==> src/rtl/reg_ops_pkg.sv <==
// Operation codes and shared types for the multi-op register file.
// Imported by the per-word ALU and the register file top level.
package reg_ops_pkg;

   localparam int OP_W = 3;

   typedef logic [OP_W-1:0] op_t;

   localparam op_t OP_NOP     = 3'b000;
   localparam op_t OP_LOAD    = 3'b001;
   localparam op_t OP_INC     = 3'b010;
   localparam op_t OP_DEC     = 3'b011;
   localparam op_t OP_ADD     = 3'b100;
   localparam op_t OP_CLR     = 3'b101;
   localparam op_t OP_CLR_ALL = 3'b110;
   localparam op_t OP_RSVD    = 3'b111;

   // Ops that target exactly one register through wr_addr.
   function automatic logic is_single_op(input op_t op);
      return (op == OP_LOAD) || (op == OP_INC) || (op == OP_DEC) ||
             (op == OP_ADD)  || (op == OP_CLR);
   endfunction

endpackage

==> src/rtl/reg_alu_word.sv <==
// Combinational next-value, carry/borrow and zero computation for one word.
// Arithmetic wraps modulo 2^WIDTH.
module reg_alu_word
   import reg_ops_pkg::*;
#(
   parameter int WIDTH = 16
) (
   input  op_t              op,
   input  logic [WIDTH-1:0] value,
   input  logic [WIDTH-1:0] data_in,
   output logic [WIDTH-1:0] result,
   output logic             carry,
   output logic             zero
);

   logic [WIDTH:0] sum;

   always_comb begin
      sum    = '0;
      result = value;
      carry  = 1'b0;
      case (op)
         OP_LOAD: result = data_in;
         OP_INC: begin
            sum    = {1'b0, value} + {{WIDTH{1'b0}}, 1'b1};
            result = sum[WIDTH-1:0];
            carry  = sum[WIDTH];
         end
         OP_DEC: begin
            // Borrow only when decrementing from zero.
            result = value - {{(WIDTH-1){1'b0}}, 1'b1};
            carry  = (value == '0);
         end
         OP_ADD: begin
            sum    = {1'b0, value} + {1'b0, data_in};
            result = sum[WIDTH-1:0];
            carry  = sum[WIDTH];
         end
         OP_CLR, OP_CLR_ALL: result = '0;
         default: result = value;
      endcase
      zero = (result == '0);
   end

endmodule

==> src/rtl/reg_file_multi_op.sv <==
// Register array with per-cycle arithmetic update ops, two combinational
// read ports (no write bypass) and registered carry/zero/error flags.
module reg_file_multi_op
   import reg_ops_pkg::*;
#(
   parameter  int WIDTH  = 16,
   parameter  int DEPTH  = 8,
   localparam int ADDR_W = $clog2(DEPTH)
) (
   input  logic              clk,
   input  logic              reset,
   input  op_t               op,
   input  logic [ADDR_W-1:0] wr_addr,
   input  logic [WIDTH-1:0]  data_in,
   input  logic [ADDR_W-1:0] rd_addr_a,
   input  logic [ADDR_W-1:0] rd_addr_b,
   output logic [WIDTH-1:0]  rd_data_a,
   output logic [WIDTH-1:0]  rd_data_b,
   output logic              carry_out,
   output logic              zero_out,
   output logic              op_err
);

   logic [WIDTH-1:0] regs [DEPTH];

   logic             wr_in_range;
   logic             single_op;
   logic             do_write;
   logic             bad_op;
   logic [WIDTH-1:0] sel_value;
   logic [WIDTH-1:0] alu_result;
   logic             alu_carry;
   logic             alu_zero;

   always_comb begin
      wr_in_range = (int'(wr_addr) < DEPTH);
      single_op   = is_single_op(op);
      do_write    = single_op && wr_in_range;
      bad_op      = (op == OP_RSVD) || (single_op && !wr_in_range);
      sel_value   = wr_in_range ? regs[wr_addr] : '0;
   end

   // Out-of-range read addresses return zero rather than aliasing.
   always_comb begin
      rd_data_a = (int'(rd_addr_a) < DEPTH) ? regs[rd_addr_a] : '0;
      rd_data_b = (int'(rd_addr_b) < DEPTH) ? regs[rd_addr_b] : '0;
   end

   reg_alu_word #(
      .WIDTH (WIDTH)
   ) u_alu (
      .op      (op),
      .value   (sel_value),
      .data_in (data_in),
      .result  (alu_result),
      .carry   (alu_carry),
      .zero    (alu_zero)
   );

   always_ff @(posedge clk or negedge reset) begin
      if (!reset) begin
         for (int i = 0; i < DEPTH; i++) regs[i] <= '0;
         carry_out <= 1'b0;
         zero_out  <= 1'b0;
         op_err    <= 1'b0;
      end else begin
         op_err <= bad_op;
         // NOP and erroneous ops leave the registers and both flags untouched.
         if (op == OP_CLR_ALL) begin
            for (int i = 0; i < DEPTH; i++) regs[i] <= '0;
            carry_out <= alu_carry;
            zero_out  <= alu_zero;
         end else if (do_write) begin
            regs[wr_addr] <= alu_result;
            carry_out     <= alu_carry;
            zero_out      <= alu_zero;
         end
      end
   end

endmodule

==> config.mk <==
export PLATFORM = sky130hd
export DESIGN_NAME = reg_file_multi_op
export DESIGN_NICKNAME = d
export VERILOG_FILES = /design/src/rtl/reg_ops_pkg.sv /design/src/rtl/reg_alu_word.sv /design/src/rtl/reg_file_multi_op.sv
export SDC_FILE = /design/constraint.sdc
export NUM_CORES = 1
export LEC_CHECK = 0
export ABC_AREA = 1
export CORE_MARGIN = 3
export CORE_UTILIZATION = 35
export CTS_BUF_LIST = sky130_fd_sc_hd__clkbuf_8
export DETAILED_ROUTE_END_ITERATION = 8
export PLACE_DENSITY = 0.56
export RECOVER_POWER = 100
export SYNTH_ARGS = -nofsm -noshare
export SYNTH_HDL_FRONTEND = slang
export SYNTH_SLANG_ARGS = --single-unit
==> constraint.sdc <==
create_clock -name clk -period 2.9 [get_ports clk]
set_input_delay 0.725 -clock clk [delete_from_list [all_inputs] [get_ports clk]]
set_output_delay 0.725 -clock clk [all_outputs]
set_load 0.01 [all_outputs]
## Word level (Yosys, flattened, before mapping)

Index checks and enable logic that the tools add are counted.

| operators by class | value |
|---|---|
| add/sub/neg operators | 3 |
| order comparisons | 4 |
| equality and inequality tests | 7 |
| mux-type cells | 20 |
| bitwise operators | 3 |
| reduce and logical (&&, ||, !) cells | 9 |

Operator list:

| operator | number |
|---|---|
| 128-bit 2-to-1 mux | 2 |
| 16-bit binary-select mux with 3-bit select | 3 |
| 128-bit bitwise mux | 1 |
| 16-bit 2-to-1 mux | 7 |
| 16-bit one-hot mux with 5 select lines | 1 |
| 16-bit demux with 3-bit select | 1 |
| 16-bit zero test | 2 |
| 16-bit by 1-bit adder with 17-bit output, second input constant | 1 |
| 16-bit by 16-bit adder with 17-bit output | 1 |
| 16-bit by 1-bit subtractor with 16-bit output, second input constant | 1 |
| 3-bit == test, second input constant | 4 |
| 4-bit greater-or-equal comparator, second input constant | 3 |
| 3-bit inverter with 4-bit output | 3 |
| 3-bit by 2-bit == test with 1-bit output, second input constant | 2 |
| 1-bit logical OR | 4 |
| 4-bit by 1-bit < comparator with 1-bit output, second input constant | 1 |
| 1-bit 2-to-1 mux | 4 |
| 3-bit by 1-bit == test with 1-bit output, second input constant | 1 |
| 1-bit one-hot mux with 3 select lines | 1 |
| 2-bit nonzero test | 1 |
| 2-bit OR reduction | 1 |
| 1-bit logical AND | 1 |

| word-level totals | value |
|---|---|
| register bits after elaboration | 131 |
| input bits | 30 |
| output and inout bits | 35 |
| logic and storage cells | 57 |

## Longest topological paths before layout

| depth | value |
|---|---|
| depth after elaboration | 9 |
| mapped depth | 29 |
| mapped depth without buffers | 28 |

## Cells and area by module

Synthesis repeated with hierarchy kept, for this count alone.

| unflattened totals | value |
|---|---|
| cell total of the unflattened synthesis | 2235 |
| area total of the unflattened synthesis | 12289.3 um^2 |

By module, submodules not included:

| module | times used | cells an instance | area an instance (um^2) | sequential area each (um^2) |
|---|---|---|---|---|
| reg_file_multi_op | 1 | 1698 | 9741.8 | 3278.1 |
| reg_alu_word | 1 | 537 | 2547.4 | 0.0 |

## Least setup slack after synthesis

No wires, ideal clock.

| timing path | value |
|---|---|
| path kind | input to register |
| from | input port wr_addr[1] |
| to | register zero_out |
| library setup time | 66 ps |
| data arrival time | 3389 ps |
| data required time | 2834 ps |
| slack | -555 ps |
| stages on the path | 28 |
| buffers on the path | 1 |
| cell sequence | buf_6 nor2_2 nand3_1 nand2_1 inv_1 nand2_1 ha_1 inv_1 fa_1 inv_1 nand2_1 nand2_1 nand2_1 nand2_1 nand2_1 nand2_1 a21oi_1 o21ai_0 nand2_1 inv_1 nand2_1 nor2_2 nand2_1 nor2_1 nand3_1 nor2_1 nand2_1 nand2_1 |

| on the way | value |
|---|---|
| cells in the longest elaborated chain, start to end | 9 |
| elaborated cells on any way between the ends | 11 |
| those cells by class | add/sub: 3; mux: 6; bitwise: 1; reduce/logical: 1 |

RTL lines:

| element | line | source |
|---|---|---|
| start: declaration | reg_file_multi_op.sv:13 | `input logic [ADDR_W-1:0] wr_addr,` |
| 3-bit inverter with 4-bit output (not written as such) * | reg_file_multi_op.sv:40 | `sel_value = wr_in_range ? regs[wr_addr] : '0;` |
| 16-bit binary-select mux with 3-bit select * | reg_file_multi_op.sv:40 |  |
| 16-bit 2-to-1 mux (not written as such) * (2 in series) | reg_file_multi_op.sv:40 |  |
| 16-bit by 16-bit adder with 17-bit output (tied with other cells) | reg_alu_word.sv:35 | `sum = {1'b0, value} + {1'b0, data_in};` |
| 16-bit one-hot mux with 5 select lines * | reg_alu_word.sv:22 | `case (op)` |
| 16-bit zero test * | reg_alu_word.sv:42 | `zero = (result == '0);` |
| 1-bit 2-to-1 mux | reg_file_multi_op.sv:73 | `end else if (do_write) begin` |
| 1-bit 2-to-1 mux * | reg_file_multi_op.sv:69 | `if (op == OP_CLR_ALL) begin` |
| end signal: assignment | reg_file_multi_op.sv:72 | `zero_out <= alu_zero;` |
| end signal: assignment | reg_file_multi_op.sv:76 | `zero_out <= alu_zero;` |
| end: declaration | reg_file_multi_op.sv:20 | `output logic zero_out,` |

Mark *: on every way between the ends. The rest lies on a longest branch, timed or not. The select of a mux whose other input is x is not followed.
A chain may end at the register's enable or synchronous reset.

## Worst setup path in the final report

| timing path | value |
|---|---|
| from | input port wr_addr[2] |
| to | register regs[124] (netlist name) |

| on the way | value |
|---|---|
| cells in the longest elaborated chain, start to end | 9 |
| elaborated cells on any way between the ends | 16 |
| those cells by class | add/sub: 3; order compare: 2; mux: 9; bitwise: 1; reduce/logical: 1 |

RTL lines:

| element | line | source |
|---|---|---|
| 3-bit inverter with 4-bit output (not written as such) * | reg_file_multi_op.sv:40, reg_file_multi_op.sv:74 |  |
| 16-bit binary-select mux with 3-bit select | reg_file_multi_op.sv:40 |  |
| 16-bit 2-to-1 mux (not written as such) (2 in series) | reg_file_multi_op.sv:40 |  |
| 16-bit by 16-bit adder with 17-bit output (tied with other cells) | reg_alu_word.sv:35 |  |
| 16-bit one-hot mux with 5 select lines | reg_alu_word.sv:22 |  |
| 128-bit bitwise mux * | reg_file_multi_op.sv:74 | `regs[wr_addr] <= alu_result;` |
| 128-bit 2-to-1 mux * | reg_file_multi_op.sv:73 |  |
| 128-bit 2-to-1 mux * | reg_file_multi_op.sv:69 |  |
| end signal: indexed assignment | reg_file_multi_op.sv:74 |  |
| end: declaration | reg_file_multi_op.sv:24 | `logic [WIDTH-1:0] regs [DEPTH];` |

Marked as above.

==> metrics.csv <==
metric,value,unit
CTS HTree Levels,4,
Syn Area/Cell,6.41,sq um
DRC viols,0,
number of port buffers,64,
worst-path fanout max,5,
WL per Instance,19.9,um
Routed WL,45.7,mm
largest net degree at the start of global routing,69,
Synth top area share,31.6,%
Mapped Nets,1670,
"antenna viol nets, final",0,
Hold Slack,0.554,ns
area of the multi-input gates,6790,sq um
overall routing resource usage,28.3,%
Worst-Margin Slew,1.77,ns
Syn. warnings,0,
vias per cell,5.62,
crit path cell chain,"buf_12, buf_8, nor2_4, nand3_2, nand2_2, inv_2, nand2_4, ha_4, inv_2, fa_2, inv_2, nand2_2, nand2_2, nand2_2, nand2_4, nand3_4, nand3_4, o21ai_2, nand2_1, nand3b_1, nand2_4, buf_6, buf_6, o31ai_4",
Clock Skews,0.0111,ns
vias,12915,
period utilization,103,%
placed inst area,13700,sq um
Die ar.,31800,sq um
Fin. Hold Viols,0,
post-synth top area cell,dfrtp_1,
Mapped Cells,1620,
Die X,178,um
vias in the first global route,12148,
initial antenna violation count,0,
Max VDD drop,0.318,mV
Setup WS post-layout,-0.0993,ns
total CTS buffers,17,
cell area after layout,15200,sq um
Ant. Diodes,0,
register clock-pin slew on the reported worst setup and hold paths,0.08,ns
Post-CTS Hold Fix Bufs,0,
"top cells by count, synth","447 x nand2_1, 182 x inv_1, 163 x o21ai_0",
Die Span Y,178,um
Initial DRC Count,1422,
Max Clk Rate,333,MHz
DRT met1 WL,19.7,mm
final setup TNS,-0.162,ns
PwrDens,465,nW/um^2
gpl congestion,0.933,
WP data arrival,3.38,ns
Mapped Area,10400,sq um
register area,3280,sq um
Netlist cell types,42,
"count leader, synth",nand2_1,
CTS tree,done,
outcome,"finished, violations left",
nets,1954,
share of cells above drive strength 1,28.3,%
register bit total from synthesis,131,
Most common cell on crit path,nand2_2,
crit path kind,input port to register,
unrepaired setup endpoints after global routing,yes,
Buf/Inv on CP,7,
total clock sinks,131,
num rows,62,
Area growth syn-to-layout,46.2,%
Post-Layout Cell Count,2300,
Initial Utilization,35.9,%
Pre-antenna DRT Iters,5,
clock insertion delay at the later pin of the skew report,0.47,ns
maxcap violations,1,
wire length on met3,3.36,mm
Clock Path Buffers,2,
Top delay family on crit path,simple AND/OR/NAND/NOR gates,
IO Pins,65,
min Tclk post-route,3.00,ns
"Seq/Total Area, Yosys",31.6,%
DR top layer,met4,
final setup violating endpoints,4,
top_reg_cell synth,dfrtp_1,
critical path's largest stage delay,0.37,ns
failing checks,"capacitance limit, slew limit, setup timing",
GR Overflow Total,0,
synth top area cells,"dfrtp_1 32%, nand2_1 16%, o21ai_0 7.9%, a21oi_1 6.8%, inv_1 6.6%",
worst min-delay path class,register to register,
fillers,2794,
Critical Path End Type,register,
"Slew Viols, Final",69,
first-pass GRT wire length,69.4,mm
"Core Util, Final",52.4,%
Static Leak,0.00714,uW
fraction of registers with async set/reset,100,%
Post-synth EDFFs,0,
CTS Root Cell,clkbuf_8,
DR WL met2,20.9,mm
Inst Count DP,2253,
Rel. slew slack,-17.9,%
Worst setup SP type,input port,
WP data required,3.28,ns
dpl hpwl,33.7,mm
Core ar.,28900,sq um
"Slowest-stage cell, CP",fa_2,
[logic make-up (layout without fill, tap and decap cells)]
family	Yosys count	in the layout	share of synthesized area [%]
simple gates	702	702	29.1
compound gates	474	474	25.6
buf+inv	293	589	11.3
flops	131	131	31.6
fa+ha+maj	20	20	2.48
[final cells by class]
| cell class | count | area share, % |
|---|---|---|
| Inverter | 204 | 5.37 |
| Clock inverter | 12 | 1.04 |
| Timing Repair Buffer | 354 | 22.4 |
| Clock buffer | 19 | 1.72 |
| Sequential cell | 131 | 21.6 |
| Multi-Input combinational cell | 1196 | 44.7 |
| Tap cell | 384 | 3.17 |
[repair_timing]
action / 4_1_cts / 5_1_grt
setup endpoints to repair: 154 / 115
gates resized for setup: 137 / 160
buffers inserted: 4 / 9
pin swaps: 24 / 45
gates cloned: 1 / 3
[cells in the final DEF (no fill, tap or decap), types with 13 or more instances in the layout]
| cell type | instances |
|---|---|
| inv_1 | 168 |
| nand2_1 | 401 |
| clkdlybuf4s50_1 | 19 |
| dlygate4sd2_1 | 16 |
| buf_6 | 15 |
| o21ai_0 | 141 |
| nor2_2 | 14 |
| a31oi_1 | 31 |
| o22ai_1 | 78 |
| nand3_2 | 18 |
| a21oi_1 | 130 |
| buf_12 | 40 |
| nand3_1 | 98 |
| o21ai_1 | 26 |
| nand2_2 | 45 |
| nand2_4 | 15 |
| buf_4 | 229 |
| inv_2 | 18 |
| dfrtp_1 | 131 |
| ha_4 | 13 |
| nor2_1 | 64 |
| nand4_1 | 15 |
| clkbuf_8 | 19 |
[final timing paths]
| path | start | end | slack [ns] | cells after the start |
|---|---|---|---|---|
| hold reg to reg | carry_out | carry_out | 0.55 | 2 |
| hold / removal | carry_out | carry_out | 0.55 | 2 |
| max in group asynchronous | reset | regs[61] | 0.43 | 2 |
| min in group asynchronous | reset | regs[8] | 0.73 | 1 |
| setup / recovery | wr_addr[2] | regs[124] | -0.1 | 24 |
| setup reg to reg | regs[96] | regs[124] | -0.02 | 24 |
[worst reg2reg max path, stage by stage (launching register included)]
cell      delay (ns)
dfrtp_1         0.36
inv_1           0.15
nand2_1         0.09
nand3_2         0.09
nand2_2         0.07
inv_2           0.07
nand2_4         0.06
ha_4            0.16
inv_2           0.05
fa_2            0.19
inv_2           0.04
nand2_2         0.06
nand2_2         0.07
nand2_2         0.08
nand2_4         0.08
nand3_4         0.08
nand3_4         0.10
a21oi_2         0.16
o21ai_2         0.06
nand2_1         0.09
nand3b_1        0.16
nand2_4         0.11
buf_6           0.13
buf_6           0.11
o31ai_4         0.22
[metrics by stage]
| step | power (uW) | setup slack, ns |
|---|---|---|
| 6_report | 7060 | -0.0993 |
| 2_1_floorplan | 3670 | -0.307 |
| 3_3_place_gp | 5010 | -1.16 |
| 3_5_place_dp | 5030 | -1.22 |
| 4_1_cts | 6780 | -0.0248 |
| 5_1_grt | 7450 | -0.255 |
[sequential cells by signal, summed over array words and instances, names as in the netlist]
signal	count
regs	128
carry_out	1
op_err	1
zero_out	1
[per-layer routing]
layer,track usage (%),vias to the layer above
li1,-,6043
met1,39.0,6150
met5,0,-
met4,9.74,0
met3,4.45,111
met2,45.1,611
[power by group]
group | switching (uW) | internal [uW] | total (uW)
clock | 801 | 890 | 1690
sequential | 142 | 2050 | 2200
combinational | 1850 | 1320 | 3170
total | 2800 | 4260 | 7060
(Power assumes the default switching activity.)
